## config.mk

```make
export PLATFORM = sky130hd
export DESIGN_NAME = axi_fifo_wdrain
export DESIGN_NICKNAME = d
export VERILOG_FILES = /design/src/rtl/axi_fifo_wdrain.sv
export SDC_FILE = /design/constraint.sdc
export NUM_CORES = 1
export LEC_CHECK = 0
export BUFFER_PORTS_ARGS = -buffer_cell sky130_fd_sc_hd__buf_2
export CORE_UTILIZATION = 26
export DETAILED_ROUTE_END_ITERATION = 10
export PLACE_DENSITY = 0.55
export SYNTH_ARGS = -nofsm -noshare
export SYNTH_HDL_FRONTEND = slang
export SYNTH_SLANG_ARGS = --single-unit
```

## constraint.sdc

```tcl
create_clock -name i_clk -period 7.5 [get_ports i_clk]
set_clock_uncertainty 0.15 [all_clocks]
set_input_delay 0.375 -clock i_clk [delete_from_list [all_inputs] [get_ports i_clk]]
set_output_delay 0.375 -clock i_clk [all_outputs]
set_load 0.01 [all_outputs]
```

## src/rtl/axi_fifo_wdrain.sv

```systemverilog
// Drains words from a synchronous FIFO read port onto an AXI4 write channel as INCR
// bursts at incrementing addresses, never crossing a 4kB boundary.
module axi_fifo_wdrain #(
  parameter int unsigned BW         = 32,
  parameter int unsigned AW         = 32,
  parameter int unsigned LGFLEN     = 4,
  parameter int unsigned LGMAXBURST = 4
) (
  input  logic              i_clk,
  input  logic              i_reset_n,
  input  logic              i_start,
  input  logic [AW-1:0]     i_base_addr,
  input  logic              i_flush,
  output logic              o_busy,
  output logic              o_err,
  input  logic [LGFLEN:0]   i_fifo_fill,
  input  logic              i_fifo_empty,
  input  logic [BW-1:0]     i_fifo_data,
  output logic              o_fifo_rd,
  output logic              M_AXI_AWVALID,
  input  logic              M_AXI_AWREADY,
  output logic [AW-1:0]     M_AXI_AWADDR,
  output logic [7:0]        M_AXI_AWLEN,
  output logic [2:0]        M_AXI_AWSIZE,
  output logic [1:0]        M_AXI_AWBURST,
  output logic              M_AXI_WVALID,
  input  logic              M_AXI_WREADY,
  output logic [BW-1:0]     M_AXI_WDATA,
  output logic [BW/8-1:0]   M_AXI_WSTRB,
  output logic              M_AXI_WLAST,
  input  logic              M_AXI_BVALID,
  output logic              M_AXI_BREADY,
  input  logic [1:0]        M_AXI_BRESP
);

  localparam int unsigned SZ = $clog2(BW / 8);
  localparam int unsigned FW = LGFLEN + 1;
  localparam int unsigned CW = (FW > 13) ? FW : 13;
  localparam int unsigned LW = 9;
  localparam logic [CW-1:0] MAX_BEATS = CW'(1) << LGMAXBURST;

  typedef enum logic [2:0] {
    S_IDLE,
    S_WAIT,
    S_ADDR,
    S_DATA,
    S_RESP
  } state_e;

  state_e          state_q, state_d;
  logic [AW-1:0]   addr_q, addr_d;
  logic [AW-1:0]   awaddr_q, awaddr_d;
  logic [7:0]      awlen_q, awlen_d;
  logic [LW-1:0]   len_q, len_d;
  logic [LW-1:0]   beat_q, beat_d;
  logic            err_q, err_d;
  logic            busy_q, busy_d;
  logic            awvalid_q, awvalid_d;
  logic            wvalid_q, wvalid_d;
  logic            wlast_q, wlast_d;
  logic            bready_q, bready_d;

  logic [CW-1:0]   room;
  logic [CW-1:0]   bound;
  logic [CW-1:0]   fill;
  logic [CW-1:0]   sel_len;
  logic            sel;
  logic            wr_hs;
  logic            unused_bresp0;

  assign unused_bresp0 = M_AXI_BRESP[0];

  // Beats left before the 4kB boundary, capped at the maximum burst length
  assign room  = (CW'(4096) - CW'(addr_q[11:0])) >> SZ;
  assign bound = (room < MAX_BEATS) ? room : MAX_BEATS;
  assign fill  = CW'(i_fifo_fill);
  assign wr_hs = wvalid_q && M_AXI_WREADY;

  always_ff @(posedge i_clk or negedge i_reset_n) begin
    if (!i_reset_n) begin
      state_q   <= S_IDLE;
      addr_q    <= '0;
      awaddr_q  <= '0;
      awlen_q   <= '0;
      len_q     <= '0;
      beat_q    <= '0;
      err_q     <= 1'b0;
      busy_q    <= 1'b0;
      awvalid_q <= 1'b0;
      wvalid_q  <= 1'b0;
      wlast_q   <= 1'b0;
      bready_q  <= 1'b0;
    end else begin
      state_q   <= state_d;
      addr_q    <= addr_d;
      awaddr_q  <= awaddr_d;
      awlen_q   <= awlen_d;
      len_q     <= len_d;
      beat_q    <= beat_d;
      err_q     <= err_d;
      busy_q    <= busy_d;
      awvalid_q <= awvalid_d;
      wvalid_q  <= wvalid_d;
      wlast_q   <= wlast_d;
      bready_q  <= bready_d;
    end
  end

  always_comb begin
    state_d   = state_q;
    addr_d    = addr_q;
    awaddr_d  = awaddr_q;
    awlen_d   = awlen_q;
    len_d     = len_q;
    beat_d    = beat_q;
    err_d     = err_q;
    busy_d    = busy_q;
    awvalid_d = awvalid_q;
    wvalid_d  = wvalid_q;
    wlast_d   = wlast_q;
    bready_d  = bready_q;
    sel       = 1'b0;
    sel_len   = '0;

    unique case (state_q)
      S_IDLE: begin
        if (i_start) begin
          addr_d  = i_base_addr;
          err_d   = 1'b0;
          busy_d  = 1'b1;
          state_d = S_WAIT;
        end
      end
      S_WAIT: begin
        // Full bursts take priority; a flush only sends what is left
        if (fill >= bound) begin
          sel     = 1'b1;
          sel_len = bound;
        end else if (i_flush && (fill != '0)) begin
          sel     = 1'b1;
          sel_len = fill;
        end else if (i_flush && i_fifo_empty) begin
          busy_d  = 1'b0;
          state_d = S_IDLE;
        end
        if (sel) begin
          awaddr_d  = addr_q;
          awlen_d   = 8'(sel_len - CW'(1));
          len_d     = LW'(sel_len);
          awvalid_d = 1'b1;
          state_d   = S_ADDR;
        end
      end
      S_ADDR: begin
        if (M_AXI_AWREADY) begin
          awvalid_d = 1'b0;
          wvalid_d  = 1'b1;
          wlast_d   = (len_q == LW'(1));
          beat_d    = '0;
          state_d   = S_DATA;
        end
      end
      S_DATA: begin
        if (wr_hs) begin
          beat_d = beat_q + LW'(1);
          if (wlast_q) begin
            wvalid_d = 1'b0;
            wlast_d  = 1'b0;
            bready_d = 1'b1;
            addr_d   = addr_q + (AW'(len_q) << SZ);
            state_d  = S_RESP;
          end else begin
            wlast_d = ((beat_q + LW'(2)) == len_q);
          end
        end
      end
      S_RESP: begin
        if (M_AXI_BVALID) begin
          bready_d = 1'b0;
          if (M_AXI_BRESP[1]) err_d = 1'b1;
          state_d  = S_WAIT;
        end
      end
      default: state_d = S_IDLE;
    endcase
  end

  assign o_busy        = busy_q;
  assign o_err         = err_q;
  assign o_fifo_rd     = wr_hs;
  assign M_AXI_AWVALID = awvalid_q;
  assign M_AXI_AWADDR  = awaddr_q;
  assign M_AXI_AWLEN   = awlen_q;
  assign M_AXI_AWSIZE  = 3'(SZ);
  assign M_AXI_AWBURST = 2'b01;
  assign M_AXI_WVALID  = wvalid_q;
  assign M_AXI_WDATA   = i_fifo_data;
  assign M_AXI_WSTRB   = '1;
  assign M_AXI_WLAST   = wlast_q;
  assign M_AXI_BREADY  = bready_q;

endmodule

```

### Word-level counts from Yosys, hierarchy flattened

Cells that the tools add are included.

* output and inout port bits: 88
* bits in registers: 99
* input port bits: 79
* logic and storage cells: 106

* mux-type cells: 48
* add/subtract/negate cells: 5
* magnitude comparators: 2
* reductions and logical operators: 20
* equality and inequality tests: 19

Operator list (number)
* two-way mux 32 bit: 3
* case mux 32 bit (2 select lines): 1
* two-way mux 9 bit: 4
* adder 32 x 11 -> 32 bit: 1
* two-way mux 3 bit: 9
* two-way mux 1 bit: 21
* != test 2 bit, second input constant: 10
* case mux 9 bit (2 select lines): 1
* AND reduction 4 bit: 4
* case mux 3 bit (5 select lines): 1
* nonzero test 13 bit: 1
* subtractor 13 x 12 -> 13 bit, first input constant: 1
* case mux 1 bit (2 select lines): 6
* nonzero test 2 bit: 6
* >= comparator 5 x 11 -> 1 bit: 1
* less-than comparator 11 x 5 -> 1 bit, second input constant: 1
* two-way mux 11 bit: 1
* adder 9 x 1 -> 9 bit, second input constant: 1
* adder 9 x 2 -> 9 bit, second input constant: 1
* equality test 9 x 1 -> 1 bit, second input constant: 1
* equality test 9 bit: 1
* != test 3 bit, second input constant: 3
* AND reduction 8 bit: 1
* subtractor 8 x 1 -> 8 bit, second input constant: 1
* other kinds (9): 13

### Longest topological paths before layout

Gate-level depths: netlist (run 1).

* word-level depth: 8
* depth in mapped cells: 16
* depth with buffers taken out: 15

### Worst setup path after synthesis (run 1)

OpenSTA, ideal clock, no wires.

* kind: register to register
* from: register addr_q[3]
* to: register awlen_q[4] (netlist: M_AXI_AWLEN[4])
* clock period less this slack: 3666 ps
* path slack: 3834 ps
* data arrival time: 3433 ps
* setup time: 83 ps
* path buffers: 1
* cell stages (with the launch flop): 15
* cells stage by stage: dfrtp_1 > or4_1 > xor2_1 > nand2_1 > ha_1 > a21oi_1 > o21ai_0 > a31oi_1 > clkbuf_1 > nand3_1 > o21ai_0 > inv_1 > ha_1 > o311a_1 > o21ai_0

* cells in the longest elaborated chain, start to end: 7

Ends and longest elaborated chain
* start, declared: RTL line 51 `logic [AW-1:0] addr_q, addr_d;`
* start signal, assigned: RTL line 95 `addr_q <= addr_d;`
* subtractor 13 x 12 -> 13 bit *: RTL line 74 `assign room = (CW'(4096) - CW'(addr_q[11:0])) >> SZ;`
* less-than comparator 11 x 5 -> 1 bit: RTL line 75 `assign bound = (room < MAX_BEATS) ? room : MAX_BEATS;`
* two-way mux 11 bit *: RTL line 75
* >= comparator 5 x 11 -> 1 bit: RTL line 136 `if (fill >= bound) begin`
* two-way mux 9 bit / two-way mux 1 bit (equally long branches): RTL line 136
* two-way mux 9 bit / two-way mux 1 bit (equally long branches): RTL line 125 `unique case (state_q)`
* subtractor 8 x 1 -> 8 bit / AND reduction 2 bit (equally long branches)
* end signal, assigned: RTL line 97 `awlen_q <= awlen_d;`
* end, declared: RTL line 53 `logic [7:0] awlen_q, awlen_d;`

Mark *: on every way between the ends. The rest lies on a longest branch, timed or not. The select of a mux whose other input is x is not followed.
A chain may end at the register's enable or synchronous reset.

### Worst setup path in the final report (run 1)

* from: register addr_q[3]
* to: register awlen_q[7] (netlist: M_AXI_AWLEN[7])

Same word-level chain as after synthesis.

==> impl_metrics.env, run 1 <==
export IMPL_grt_usage_pct=14.5
export IMPL_dr_first_iter_drc_count=220
export IMPL_clk_pin_slew_worst_paths_ns=0.07
export IMPL_ios=167
export IMPL_rsz0062_at_grt="no"
export IMPL_detail_route_antenna_nets=0
export IMPL_worst_pin_slew_ns=1.01
export IMPL_grt_max_degree=68
export IMPL_antenna_found_initial=2
export IMPL_synth_flop_cell="dfrtp_1"
export IMPL_crit_arrival_ns=4.08
export IMPL_wl_per_cell_um=15.7
export IMPL_final_area_um2=6570
export IMPL_ir_drop_v=0.000153
export IMPL_hold_start="i_base_addr[1]"
export IMPL_postSynthCellCount=666
export IMPL_nets=806
export IMPL_grt_pass1_vias=4518
export IMPL_io_buffers=92
export IMPL_cp_start_kind="flip-flop"
export IMPL_route_detailed_drc=0
export IMPL_area_sequential_um2=2480
export IMPL_wirelength_um=15700
export IMPL_hold_path_end="addr_q[1]$_DFFE_PN0P_"
export IMPL_setup_viol=0
export IMPL_overflow=0
export IMPL_drv_slew=0
export IMPL_cp_slowest_cell="a211oi_4"
export IMPL_maxCapViolations=0
export IMPL_rrSetupSlack_ns=3.56
export IMPL_worstSetupPathType="flip-flop to flip-flop"
export IMPL_ys_seq_area_share_pct=42.9
export IMPL_place_area_um2=6230
export IMPL_area_growth_pct=13.6
export IMPL_finalHoldViolCount=0
export IMPL_clock_path_buffers=2
export IMPL_grt_pass1_wl_um=25400
export IMPL_post_cts_repair_setup_buffers=0
export IMPL_gp_congestion=0.806
export IMPL_whs_path_depth=3
export IMPL_status="finished clean"
export IMPL_setup_tns_final_ns=0
export IMPL_slew_headroom_pct=32.4
export IMPL_cp_data_required_time_ns=7.64
export IMPL_cellPowerDensity_nw_per_um2=364
export IMPL_multi_input_area_um2=2830
export IMPL_cts_tree="built"
export IMPL_netlist_area_um2=5780
export IMPL_period_needed_ns=3.94
export IMPL_worst_r2r_cell_count=12
export IMPL_viasPerCell=4.75
export IMPL_avgSynthCellArea_um2=8.68
export IMPL_finalCritPeriodShare_pct=52.5
export IMPL_fill_cells=2367
export IMPL_max_freq_ghz=0.254
export IMPL_core_area_um2=21800
export IMPL_hpwl_um=11200
export IMPL_clockRootBuffer="clkbuf_16"
export IMPL_vias=4733
export IMPL_clock_sinks=99
export IMPL_die_y_um=151
export IMPL_p_leak_nw=3.12
export IMPL_async_flop_share_pct=100
export IMPL_drive_gt1_share_pct=17.9
export IMPL_yosysWarnings=0
export IMPL_crit_fanout=18
export IMPL_insertion_delay_ns=0.36
export IMPL_numCtsBuffers=9
export IMPL_path_cells="or4_1 -> xor2_1 -> nand2_1 -> ha_1 -> nand2_1 -> o21ai_0 -> a31oi_1 -> a211oi_4 -> buf_4 -> nand2_1 -> nor3_1 -> a21o_1"
export IMPL_initial_core_util_pct=26.5
export IMPL_reg2reg_to="M_AXI_AWLEN[7]$_DFFE_PN0P_"
export IMPL_die_area_um2=22800
export IMPL_row_count=54
export IMPL_post_cts_resized=0
export IMPL_cp_end_kind="flip-flop"
export IMPL_whs_ns=0.0804
export IMPL_slowest_delay_ns=0.70
export IMPL_chipWidth_um=151
export IMPL_synth_edff_count=0
export IMPL_drt_pre_antenna_iters=4
export IMPL_finalPower_mw=2.39
export IMPL_ys_ff_latch=99
export IMPL_htreeDepth=3
export IMPL_ys_types=66
export IMPL_timing_rr_start="addr_q[3]$_DFFE_PN0P_"
export IMPL_cpMostUsedCell="nand2_1"
export IMPL_hold_path_class="primary input to flip-flop"
[layer usage]
layer / global-route usage [%] / share of wire [%] / vias to the layer above
met4: 3.35 / 0.94 / 0
met1: 19.9 / 48 / 2250
met5: 0 / 0 / -
met3: 3.86 / 5.2 / 12
li1: - / - / 2366
met2: 22.8 / 46 / 105
[per-stage QoR]
| step | std cells | utilization, % | setup WS [ns] |
|---|---|---|---|
| floorplan | 673 | - | 3.83 |
| global placement | 977 | 28.6 | 3.58 |
| detailed placement | 977 | 28.6 | 3.57 |
| CTS | 994 | 30.1 | 3.54 |
| global route | 994 | 30.1 | 3.28 |
| finish | 996 | 30.1 | 3.56 |
[synthesized netlist by cell type, types with 3 or more instances]
cell type,number,share of area [%]
and3_1,8,0.87
a21o_1,6,0.78
a311oi_1,3,0.45
a211oi_1,3,0.39
nand4_1,10,1.1
buf_4,41,5.3
nor3_1,12,1.0
xor2_1,9,1.4
or3_1,9,0.97
nor2b_1,4,0.43
o21ai_0,37,3.2
inv_1,17,1.1
o211ai_1,12,1.6
mux2i_1,7,1.2
a31oi_1,8,0.87
o311ai_0,4,0.61
o32ai_1,5,0.76
or4_1,8,1.0
o22ai_1,3,0.32
o21a_1,4,0.52
dfrtp_1,99,43
and2_1,7,0.76
nand3_1,24,2.1
nor4_1,3,0.32
a21oi_1,27,2.3
nand2b_1,4,0.43
xnor2_1,15,2.3
nor2_1,37,2.4
ha_1,17,3.7
clkbuf_1,27,1.8
nand2_1,148,9.6
buf_2,3,0.26
[sequential cells by signal (all words and copies together) (netlist names)]
register       cells
M_AXI_AWLEN        8
state_q            3
M_AXI_WVALID       1
len_q              9
M_AXI_AWVALID      1
M_AXI_AWADDR      32
o_err              1
M_AXI_WLAST        1
addr_q            32
o_busy             1
M_AXI_BREADY       1
beat_q             9
[placed cells by master (no fill, tap or decap), types with 3 or more instances in the layout]
cell type / instances
or3_1: 9
nor4_1: 3
nand4_1: 10
a21oi_1: 26
nand2b_1: 4
buf_2: 91
clkbuf_16: 9
and2_1: 7
a21o_1: 6
dfrtp_1: 99
inv_1: 17
nand2_1: 148
nor2_1: 37
o21ai_0: 37
o211ai_1: 12
xnor2_1: 15
a31oi_1: 8
nor2b_1: 4
o32ai_1: 5
o311ai_0: 4
a311oi_1: 3
xor2_1: 9
o22ai_1: 3
or4_1: 8
and3_1: 8
mux2i_1: 7
buf_4: 8
conb_1: 9
o21a_1: 4
nor3_1: 12
ha_1: 17
nand3_1: 24
[power breakdown]
part / switching (mW) / internal (mW)
Clock: 0.215 / 0.295
Sequential: 0.203 / 0.746
Combinational: 0.564 / 0.370
[worst max-delay path by stage]
stage | from | endpoint | slack (ns) | cells past startpoint
2_1_floorplan | addr_q[3]$_DFFE_PN0P_ | M_AXI_AWLEN[4]$_DFFE_PN0P_ | 3.83 | 14
3_3_place_gp | addr_q[3]$_DFFE_PN0P_ | M_AXI_AWLEN[7]$_DFFE_PN0P_ | 3.58 | 12
3_5_place_dp | addr_q[3]$_DFFE_PN0P_ | M_AXI_AWLEN[5]$_DFFE_PN0P_ | 3.57 | 12
4_1_cts | addr_q[3]$_DFFE_PN0P_ | M_AXI_AWLEN[5]$_DFFE_PN0P_ | 3.54 | 12
5_1_grt | addr_q[3]$_DFFE_PN0P_ | M_AXI_AWLEN[5]$_DFFE_PN0P_ | 3.28 | 12
6_report | addr_q[3]$_DFFE_PN0P_ | M_AXI_AWLEN[7]$_DFFE_PN0P_ | 3.56 | 12
[cell type report]
type / count / area share, %
multi-input combinational: 482 / 43.0
sequential: 99 / 37.7
timing repair buffer: 100 / 8.00
tap: 280 / 5.34
clock buffer: 11 / 3.54
clock inverter: 5 / 1.30
inverter: 17 / 0.972
antenna: 2 / 0.0762
[cell families after synthesis]
kind of cell             synth area share (%)
other                                   0.130
buffers and inverters                    8.96
AO/OA/AOI/OAI                            16.0
XOR/XNOR                                 3.64
flip-flops                               42.9
adder cells (fa/ha/maj)                  4.03
multiplexers                             1.41
AND/OR/NAND/NOR                          22.9
[worst max-delay path, delay by kind of cell (launching register included)]
kind	cells	cell delay [ns]
xor gates and xnor gates	1	0.16
DFF	1	0.41
buffers and inverters	1	0.39
adders and majority gates	1	0.33
AOI/OAI and AO/OA	4	1.14
and+or+nand+nor	5	1.28
[timing repair]
| item | CTS | global route |
|---|---|---|
| endpoints found under the setup margin | 0 | 0 |
| hold endpoints to repair | 32 | 0 |
| hold buffers | 1 | 0 |
No activity file was read; power rests on OpenSTA's default activity.
==> run 2, diff against run 1 <==
--- a/config.mk
+++ b/config.mk
@@ -8,7 +8,7 @@
 export BUFFER_PORTS_ARGS = -buffer_cell sky130_fd_sc_hd__buf_2
 export CORE_UTILIZATION = 26
 export DETAILED_ROUTE_END_ITERATION = 10
-export PLACE_DENSITY = 0.55
+export PLACE_DENSITY = 0.56
 export SYNTH_ARGS = -nofsm -noshare
 export SYNTH_HDL_FRONTEND = slang
 export SYNTH_SLANG_ARGS = --single-unit
==> constraint.sdc (replaced) <==
create_clock -name i_clk -period 3.4 [get_ports i_clk]
set_clock_uncertainty 0.15 [all_clocks]
set_input_delay 0.17 -clock i_clk [delete_from_list [all_inputs] [get_ports i_clk]]
set_output_delay 0.17 -clock i_clk [all_outputs]
set_load 0.01 [all_outputs]
==> run 2 against run 1 <==
Sequential power rose by 120%. Flip-flop and latch count did not move. Wire length rose by 2.9%. Global-route usage rose by 0.24 points. Power rose by 120%. Combinational power rose by 140%. Critical path depth rose by 1. Utilization rose by 2.1 points. Cell area rose by 7.0%.
==> impl_metrics.env, run 2 (synthesis results as in run 1) <==
export IMPL_whs_path_depth=4
export IMPL_hold_path_class="primary input to flip-flop"
export IMPL_grt_pass1_wl_um=25900
export IMPL_nets=855
export IMPL_die_y_um=151
export IMPL_final_common_cell="nand2_1"
export IMPL_cp_data_required_time_ns=3.53
export IMPL_clock_path_buffers=2
export IMPL_slowest_delay_ns=0.56
export IMPL_row_count=54
export IMPL_die_area_um2=22800
export IMPL_htreeDepth=3
export IMPL_status="finished clean"
export IMPL_maxCapViolations=0
export IMPL_vias=5004
export IMPL_wirelength_um=16100
export IMPL_cp_num_buf_inv=1
export IMPL_drt_pre_antenna_iters=4
export IMPL_cellPowerDensity_nw_per_um2=756
export IMPL_grt_max_degree=50
export IMPL_setup_tns_final_ns=0
export IMPL_detail_route_antenna_nets=0
export IMPL_wl_per_cell_um=15.4
export IMPL_diodes=0
export IMPL_crit_arrival_ns=3.38
export IMPL_p_sw_mw=2.21
export IMPL_reg2reg_to="M_AXI_AWLEN[4]$_DFFE_PN0P_"
export IMPL_grt_pass1_vias=4790
export IMPL_clk_pin_slew_worst_paths_ns=0.07
export IMPL_rrSetupSlack_ns=0.15
export IMPL_slew_headroom_pct=41.0
export IMPL_hold_start="i_base_addr[14]"
export IMPL_overflow=0
export IMPL_intPower_mw=3.10
export IMPL_area_sequential_um2=2480
export IMPL_gp_congestion=0.804
export IMPL_insertion_delay_ns=0.36
export IMPL_ir_drop_v=0.000304
export IMPL_period_needed_ns=3.25
export IMPL_final_area_um2=7030
export IMPL_finalHoldViolCount=0
export IMPL_worst_r2r_cell_count=13
export IMPL_max_freq_ghz=0.308
export IMPL_critical_path_top_delay_family="compound AO/OA/AOI/OAI gates"
export IMPL_chipWidth_um=151
export IMPL_area_growth_pct=21.6
export IMPL_initial_core_util_pct=26.5
export IMPL_p_clk_share_pct=19.3
export IMPL_p_leak_nw=3.32
export IMPL_finalCritPeriodShare_pct=95.6
export IMPL_switching_share_pct=41.6
export IMPL_place_area_um2=6390
export IMPL_fill_cells=2344
export IMPL_drive_gt1_share_pct=20.4
export IMPL_numCtsBuffers=9
export IMPL_finalPower_mw=5.32
export IMPL_hpwl_um=11800
export IMPL_timing_rr_start="addr_q[3]$_DFFE_PN0P_"
export IMPL_sequentialPowerShare_pct=39.3
export IMPL_setup_viol=0
export IMPL_multi_input_area_um2=2880
export IMPL_viasPerCell=4.80
export IMPL_cts_tree="built"
export IMPL_grt_usage_pct=14.8
export IMPL_rsz0062_at_grt="yes"
export IMPL_ios=167
export IMPL_antenna_found_initial=0
export IMPL_final_cell_mix="148 x nand2_1, 99 x dfrtp_1, 91 x buf_2"
export IMPL_path_cells="or4_4 -> xor2_1 -> nand2_1 -> ha_1 -> a21oi_2 -> o21ai_2 -> a31oi_4 -> nand3_1 -> o21ai_2 -> inv_1 -> ha_2 -> o311a_1 -> o21ai_0"
export IMPL_cpMostUsedCell="o21ai_2"
export IMPL_io_buffers=92
export IMPL_cp_start_kind="flip-flop"
export IMPL_clock_sinks=99
export IMPL_crit_fanout=6
export IMPL_worst_pin_slew_ns=0.883
export IMPL_drv_slew=0
export IMPL_dr_first_iter_drc_count=388
export IMPL_cp_slowest_cell="or4_4"
export IMPL_hold_path_end="addr_q[14]$_DFFE_PN0P_"
export IMPL_cp_end_kind="flip-flop"
export IMPL_combPwrFrac_pct=41.4
export IMPL_worstSetupPathType="flip-flop to flip-flop"
export IMPL_clockRootBuffer="clkbuf_16"
export IMPL_route_detailed_drc=0
export IMPL_core_area_um2=21800
-- run 2: cell count changes in the layout (fill, tap and decap cells not counted), sizes merged --
cell	change
diode	-2
bufinv	-2
dlygate4sd3	+30
clkbuf	+1
clkinv	+1
buf	+19
-- run 2: layout make-up --
class,instances,area share [%]
Sequential cell,99,35.3
Tap cell,280,4.98
Multi-Input combinational cell,482,40.9
Inverter,17,0.908
Timing Repair Buffer,149,13.8
Clock buffer,12,3.65
Clock inverter,4,0.463
-- run 2: stage by stage --
stage	hold slack (ns)	setup WS, ns	instances	util [%]
6_report	0.0546	0.151	1043	32.2
5_1_grt	0.0513	-0.0136	1043	32.2
4_1_cts	0.0457	0.0429	1042	32.0
3_5_place_dp	0.117	0.0839	995	29.3
3_3_place_gp	0.108	0.0870	995	29.3
2_1_floorplan	-0.276	0.0260	673	-
-- run 2: timing repair --
action | 4_1_cts | 5_1_grt
setup buffers | 0 | 1
hold buffers | 31 | 0
endpoints found under the setup margin | 0 | 32
resized for setup | 0 | 10
hold endpoints to repair | 77 | 0
-- run 2: worst min-delay path: stages --
cell and delay (ns):
buf_2 0.08, nor2_1 0.04, a21oi_1 0.11, o22a_1 0.14
-- run 2: worst max-delay path by stage --
stage	startpoint	cells after the start	end	slack (ns)
6_report	addr_q[3]$_DFFE_PN0P_	13	M_AXI_AWLEN[4]$_DFFE_PN0P_	0.15
5_1_grt	addr_q[3]$_DFFE_PN0P_	13	M_AXI_AWLEN[4]$_DFFE_PN0P_	-0.01
4_1_cts	addr_q[3]$_DFFE_PN0P_	13	M_AXI_AWLEN[4]$_DFFE_PN0P_	0.04
3_5_place_dp	addr_q[3]$_DFFE_PN0P_	13	M_AXI_AWLEN[4]$_DFFE_PN0P_	0.08
3_3_place_gp	addr_q[3]$_DFFE_PN0P_	13	M_AXI_AWLEN[7]$_DFFE_PN0P_	0.09
2_1_floorplan	addr_q[3]$_DFFE_PN0P_	12	M_AXI_AWLEN[4]$_DFFE_PN0P_	0.03
-- run 2: layer usage --
layer / vias to the layer above / GRT usage, % / part of all wire [%]
met2: 122 / 22.8 / 46
met4: 0 / 4.00 / 1.2
li1: 2454 / - / -
met5: - / 0 / 0
met3: 16 / 3.83 / 5.1
met1: 2412 / 20.3 / 48
-- run 2: power groups by stage --
stage                     combinational (mW)  clock, mW  sequential [mW]
final                                   2.20       1.02             2.09
after global routing                    2.49       1.09             2.16
after CTS                               2.23       1.05             2.09
after detailed placement                2.19          0             2.11
after global placement                  2.16          0             2.10
after floorplan                         1.38          0             2.11
